$ cat config.mk
export PLATFORM = sky130hd
export DESIGN_NAME = wb_port_arbiter
export DESIGN_NICKNAME = d
export VERILOG_FILES = /design/src/rtl/wb_pkg.sv /design/src/rtl/wb_mc_fifo.sv /design/src/rtl/wb_port_arbiter.sv
export SDC_FILE = /design/constraint.sdc
export NUM_CORES = 1
export LEC_CHECK = 0
export CORE_MARGIN = 3
export CORE_UTILIZATION = 25
export DETAILED_ROUTE_END_ITERATION = 12
export DONT_BUFFER_PORTS = 1
export HOLD_SLACK_MARGIN = 0.15
export PLACE_DENSITY = 0.42
export SLEW_MARGIN = 15
export SYNTH_ARGS = -nofsm -noshare
export SYNTH_HDL_FRONTEND = slang
export SYNTH_SLANG_ARGS = --single-unit
$ cat constraint.sdc
create_clock -name clk -period 4.2 [get_ports clk]
set_input_delay 0.84 -clock clk [delete_from_list [all_inputs] [get_ports clk]]
set_output_delay 0.84 -clock clk [all_outputs]
set_load 0.005 [all_outputs]
$ cat src/rtl/wb_pkg.sv
// Shared definitions for the register-file write-port arbiter:
// FSM state encoding, default address/data widths and the hard-wired zero register.
package wb_pkg;

  typedef enum logic [1:0] {
    IDLE  = 2'd0,
    DRAIN = 2'd1,
    FORCE = 2'd2
  } arb_state_e;

  localparam int AW_DEF   = 5;
  localparam int DW_DEF   = 32;
  localparam int REG_ZERO = 0;

endpackage

$ cat src/rtl/wb_mc_fifo.sv
// Small synchronous FIFO holding multi-cycle results ({dest, data}) until a
// write-port slot is free. DEPTH must be a power of two so the pointers wrap
// naturally. Push is ignored when full and pop is ignored when empty.
module wb_mc_fifo #(
  parameter int DEPTH = 4,
  parameter int W     = 37
) (
  input  logic                       clk,
  input  logic                       rst_n,
  input  logic                       push_i,
  input  logic                       pop_i,
  input  logic [W-1:0]               wdata_i,
  output logic [W-1:0]               rdata_o,
  output logic                       full_o,
  output logic                       empty_o,
  output logic [$clog2(DEPTH):0]     count_o
);

  localparam int PW = $clog2(DEPTH);

  logic [W-1:0]  mem_q [DEPTH];
  logic [PW-1:0] wr_ptr_q, wr_ptr_d;
  logic [PW-1:0] rd_ptr_q, rd_ptr_d;
  logic [PW:0]   count_q, count_d;
  logic          do_push, do_pop;

  assign full_o  = (count_q == (PW+1)'(DEPTH));
  assign empty_o = (count_q == '0);
  assign count_o = count_q;
  assign rdata_o = mem_q[rd_ptr_q];

  assign do_push = push_i && !full_o;
  assign do_pop  = pop_i && !empty_o;

  // Next-state for pointers and occupancy.
  always_comb begin
    wr_ptr_d = wr_ptr_q;
    rd_ptr_d = rd_ptr_q;
    count_d  = count_q;
    if (do_push) wr_ptr_d = wr_ptr_q + 1'b1;
    if (do_pop)  rd_ptr_d = rd_ptr_q + 1'b1;
    unique case ({do_push, do_pop})
      2'b10:   count_d = count_q + 1'b1;
      2'b01:   count_d = count_q - 1'b1;
      default: count_d = count_q;
    endcase
  end

  // Control state; reset discards all queued entries.
  always_ff @(posedge clk) begin
    if (!rst_n) begin
      wr_ptr_q <= '0;
      rd_ptr_q <= '0;
      count_q  <= '0;
    end else begin
      wr_ptr_q <= wr_ptr_d;
      rd_ptr_q <= rd_ptr_d;
      count_q  <= count_d;
    end
  end

  // Entry storage; contents are only meaningful while counted, so no reset.
  always_ff @(posedge clk) begin
    if (do_push) mem_q[wr_ptr_q] <= wdata_i;
  end

endmodule

$ cat src/rtl/wb_port_arbiter.sv
// Register-file write-port arbiter. The WB stage has priority; multi-cycle
// results queue in wb_mc_fifo and drain into idle slots. A starvation counter
// forces a one-cycle pipeline stall so a queued result always retires.
// Optional performance counters are enabled with the macro WB_PERF_CNT_EN.
module wb_port_arbiter
  import wb_pkg::*;
#(
  parameter int DEPTH        = 4,
  parameter int STARVE_LIMIT = 8,
  parameter int AW           = AW_DEF,
  parameter int DW           = DW_DEF
) (
  input  logic          clk,
  input  logic          rst_n,
  input  logic          RegWrite,
  input  logic          MemToReg,
  input  logic [AW-1:0] writeReg,
  input  logic [DW-1:0] readData,
  input  logic [DW-1:0] ALUresult,
  output logic          pipe_stall,
  input  logic          mc_valid,
  output logic          mc_ready,
  input  logic [AW-1:0] mc_dest,
  input  logic [DW-1:0] mc_data,
  output logic          rf_we,
  output logic [AW-1:0] rf_waddr,
  output logic [DW-1:0] rf_wdata,
  output logic          mc_pending
`ifdef WB_PERF_CNT_EN
  ,
  output logic [31:0]   perf_force_cnt,
  output logic [31:0]   perf_mc_full_cnt,
  output logic [31:0]   perf_wb_cnt
`endif
);

  localparam int CW = $clog2(DEPTH) + 1;
  localparam int SW = $clog2(STARVE_LIMIT + 1);

  arb_state_e     state_q, state_d;
  logic [SW-1:0]  starve_q, starve_d;
  logic           rf_we_q, rf_we_d;
  logic [AW-1:0]  rf_waddr_q, rf_waddr_d;
  logic [DW-1:0]  rf_wdata_q, rf_wdata_d;

  logic           fifo_full, fifo_empty;
  logic [CW-1:0]  fifo_count, count_nxt;
  logic [AW+DW-1:0] fifo_rdata;
  logic [AW-1:0]  head_dest;
  logic [DW-1:0]  head_data;
  logic           push, pop, grant, wb_win;
  logic [AW-1:0]  g_addr;
  logic [DW-1:0]  g_data;

  assign {head_dest, head_data} = fifo_rdata;

  // All handshake outputs come from registered state only.
  assign pipe_stall = (state_q == FORCE);
  assign mc_ready   = !fifo_full;
  assign mc_pending = !fifo_empty;
  assign push       = mc_valid && !fifo_full;

  assign rf_we    = rf_we_q;
  assign rf_waddr = rf_waddr_q;
  assign rf_wdata = rf_wdata_q;

  wb_mc_fifo #(
    .DEPTH (DEPTH),
    .W     (AW + DW)
  ) u_fifo (
    .clk     (clk),
    .rst_n   (rst_n),
    .push_i  (push),
    .pop_i   (pop),
    .wdata_i ({mc_dest, mc_data}),
    .rdata_o (fifo_rdata),
    .full_o  (fifo_full),
    .empty_o (fifo_empty),
    .count_o (fifo_count)
  );

  // Port grant: forced slot, then WB stage, then FIFO head; writes to $0 are suppressed.
  always_comb begin
    grant  = 1'b0;
    pop    = 1'b0;
    wb_win = 1'b0;
    g_addr = '0;
    g_data = '0;
    if (state_q == FORCE) begin
      grant  = 1'b1;
      pop    = 1'b1;
      g_addr = head_dest;
      g_data = head_data;
    end else if (RegWrite) begin
      grant  = 1'b1;
      wb_win = 1'b1;
      g_addr = writeReg;
      g_data = MemToReg ? readData : ALUresult;
    end else if (!fifo_empty) begin
      grant  = 1'b1;
      pop    = 1'b1;
      g_addr = head_dest;
      g_data = head_data;
    end
    rf_we_d    = grant && (g_addr != AW'(REG_ZERO));
    rf_waddr_d = rf_we_d ? g_addr : '0;
    rf_wdata_d = rf_we_d ? g_data : '0;
    count_nxt  = fifo_count + CW'(push) - CW'(pop);
  end

  // Starvation counter and FSM next-state.
  always_comb begin
    starve_d = starve_q;
    if (pop || fifo_empty) begin
      starve_d = '0;
    end else if ((state_q == DRAIN) && wb_win && (starve_q < SW'(STARVE_LIMIT))) begin
      starve_d = starve_q + 1'b1;
    end

    state_d = state_q;
    unique case (state_q)
      IDLE:    if (push) state_d = DRAIN;
      DRAIN: begin
        if (starve_d == SW'(STARVE_LIMIT)) state_d = FORCE;
        else if (count_nxt == '0)          state_d = IDLE;
      end
      FORCE:   state_d = (count_nxt != '0) ? DRAIN : IDLE;
      default: state_d = IDLE;
    endcase
  end

  // State, starvation counter and registered write port.
  always_ff @(posedge clk) begin
    if (!rst_n) begin
      state_q    <= IDLE;
      starve_q   <= '0;
      rf_we_q    <= 1'b0;
      rf_waddr_q <= '0;
      rf_wdata_q <= '0;
    end else begin
      state_q    <= state_d;
      starve_q   <= starve_d;
      rf_we_q    <= rf_we_d;
      rf_waddr_q <= rf_waddr_d;
      rf_wdata_q <= rf_wdata_d;
    end
  end

`ifdef WB_PERF_CNT_EN
  // Free-running event counters; they wrap on overflow.
  always_ff @(posedge clk) begin
    if (!rst_n) begin
      perf_force_cnt   <= '0;
      perf_mc_full_cnt <= '0;
      perf_wb_cnt      <= '0;
    end else begin
      if (state_q == FORCE)       perf_force_cnt   <= perf_force_cnt + 32'd1;
      if (mc_valid && fifo_full)  perf_mc_full_cnt <= perf_mc_full_cnt + 32'd1;
      if (rf_we_q)                perf_wb_cnt      <= perf_wb_cnt + 32'd1;
    end
  end
`else
  // No performance counters in this build.
`endif

endmodule

==> results.cfg <==
[run_status]
outcome = finished, final reports clean

[pwr]
clock_power_share_pct = 36.1
cellInternalPower_mw = 4.18
peakVddDrop_mv = 0.237
power.switching_mw = 1.52
p_leak_nw = 2.96
finalPower_mw = 5.71
switching_share_pct = 26.7
seqPwrFrac_pct = 44.9
power_density_mw_per_mm2 = 625
combPwrFrac_pct = 18.9

[hold_path]
min_path_type = input pin to flip-flop
hold_start = mc_data[18]
hold_path_end = u_fifo.mem_q[3][18]$_DFFE_PP_
holdPathStages = 0

[placement]
hpwl_mm = 11.5
io_buffers = 0
gp_congestion = 0.687

[floorplan]
coreArea_mm2 = 0.0309
start_util_pct = 25.6
dieArea_mm2 = 0.0338
die-height_um = 184
die_w_um = 184
pin_count = 152
rows = 64

[setup_path]
worstPathArrival_ps = 3010
cpPeakStageDelay_ps = 850
cp.depth = 4
worstSetupStartpointType = flip-flop
r2r_cells = 4
critPathRequiredTime_ps = 4550
critPathBufInv = 0
worstPathMaxFanout = 33
cp-end-kind = flip-flop
reg2reg_to = rf_wdata[24]$_SDFF_PN0_
slowest_stage = a221o_2
r2r_slack_ps = 1540
critPathKind = flip-flop to flip-flop
worstPathCellList = mux4_2 -> nor4_2 -> a221o_2 -> nor2_1
critical-path-top-delay-family = compound AO/OA/AOI/OAI gates

[clock_network]
root_buffer = clkbuf_16
cts_buffer_depth = 3
cts_hold_buffers = 0
cts_resized = 0
cts.sinks = 201
cts_max_level = 1
post_cts_buffers = 0
cts_tree = yes
worst_skew_pair.late_latency_ps = 510
clk_pin_slew_ps = 60
numCtsBuffers = 25

[synth]
muxShareOfSynthArea_pct = 15.4
synth_top_area_cell = edfxtp_1
ys_types = 37
syn_inst = 455
synth_seq_cells = 201
synth_enable_flop_cells = 148
netlist_area_mm2 = 0.00790
synth_ff_type = edfxtp_1
synth.area.top_cells = edfxtp_1, dfxtp_1, mux4_2
synthSimpleGateAreaFrac_pct = 5.57
yosysTopAreaCellShare_pct = 56.2
ys_seq_area_share_pct = 69.7
syn-num-nets = 576
yosysWarnings = 0
avgSynthCellArea_um2 = 17.4
synth_xor_area_share_pct = 0.997
yosys-top-cells-count = edfxtp_1, dfxtp_1, a22oi_1, mux4_2, mux2_2
yosys.cell_count.top_type = edfxtp_1
synth_adder_area_share_pct = 1.77
async_reset_ff_share_pct = 0
synth_top_family_by_area = multiplexers
synth-compound-area-share_pct = 4.31

[sta]
timing.fmax_mhz = 376
finalCritPeriodShare_pct = 63.3
finClkSkew_ps = 14.9
maxSlewViolCount = 0
setup_violations = 0
fin_tns_setup_ps = 0
max_slew_margin_pct = 34.1
tightestPinTransition_ps = 989
grt_setup_unrepaired = false
post-route-min-period_ps = 2660
hold_violations = 0

[route]
wire_per_inst_um = 20.8
dr.pass1.iters = 4
routed_via_density = 4.53
antenna_left = 0
drc_errors = 0
first_iter_violations = 188
vias = 3986
wirelength_mm = 18.3

[grt]
grt_max_degree = 40
grt_util_all_layers_pct = 10.8
grtUsageMet2_pct = 18.9
busiest_layer = met2
grt.met3_usage_pct = 4.21
grt_overflow = 0
use_met1_pct = 12.2
grt_pass1_vias = 4401
grt_pass1_wl_mm = 27.5
antenna_found_initial = 0

[layout]
fillers = 3054
layout.nets = 585
n_antenna_cell = 0
area_growth_pct = 15.6
drive_above_1_share_pct = 29.0

[job]
maxCapViolations = 0
-- metrics by stage --
stage	area [um2]	instances	hold slack, ps	utilization [%]	worst slack (ps)
5_1_grt	9140	879	386	29.6	1240
6_report	9140	879	418	29.6	1540
2_1_floorplan	7900	455	489	-	1370
4_1_cts	9140	879	386	29.6	1380
3_5_place_dp	8340	833	523	27.0	1380
3_3_place_gp	8340	833	511	27.0	1400
-- routing by layer --
layer / part of all wire [%] / vias up
met1: 39 / 2040
met3: 8.3 / 40
met4: 2.7 / 0
met2: 50 / 125
met5: 0 / -
li1: - / 1781
-- cell families after synthesis --
kind of cell,after synthesis
AOI/OAI and AO/OA,47
buffers and inverters,38
DFF,201
muxes,71
adders and majority gates,10
and+or+nand+nor,79
xor gates and xnor gates,9
-- placed cells by master (no fill, tap or decap), types with 4 or more instances in the layout --
cell type and n:
edfxtp_1 148, nor2_2 19, nor2_1 20, nor2b_1 7, and3_2 4, xnor2_1 6
ha_1 8, clkbuf_16 25, and2_1 7, clkbuf_1 8, mux4_2 37, mux2_2 32
a22oi_1 37, clkinv_1 5, buf_4 8, dfxtp_1 51, nand3_1 6, inv_1 11
-- worst max-delay path by stage --
stage | to | slack (ps)
floorplan | state_q[0]$_SDFFE_PN0P_ | 1370
global placement | rf_wdata[21]$_SDFF_PN0_ | 1400
detailed placement | rf_wdata[24]$_SDFF_PN0_ | 1380
CTS | rf_wdata[24]$_SDFF_PN0_ | 1380
global route | rf_wdata[24]$_SDFF_PN0_ | 1240
finish | rf_wdata[24]$_SDFF_PN0_ | 1540
-- sequential cells by signal, summed over array words and instances (netlist names), named ones only --
register         count
u_fifo.rd_ptr_q      2
rf_wdata            32
u_fifo.mem_q       148
state_q              2
u_fifo.count_o       3
rf_we                1
rf_waddr             5
starve_q             4
u_fifo.wr_ptr_q      2
-- power by group through the flow --
stage	Combinational (mW)	Clock (mW)	Sequential (mW)
after floorplan	0.924	0	2.51
after global placement	1.10	0	2.61
final	1.08	2.06	2.57
after CTS	1.12	2.15	2.58
after detailed placement	1.12	0	2.62
after global routing	1.22	2.22	2.60
-- final cells by class --
cell class / instances / area (um2) / share of cell area (%)
clock inverters: 13 / 140 / 1.53
well taps: 396 / 495 / 5.42
repair buffers: 8 / 60.1 / 0.657
flip-flops and latches: 201 / 5510 / 60.3
multi-input cells: 216 / 2230 / 24.4
inverters: 12 / 45.0 / 0.493
clock buffers: 33 / 656 / 7.18
No activity file was read; power rests on OpenSTA's default activity.
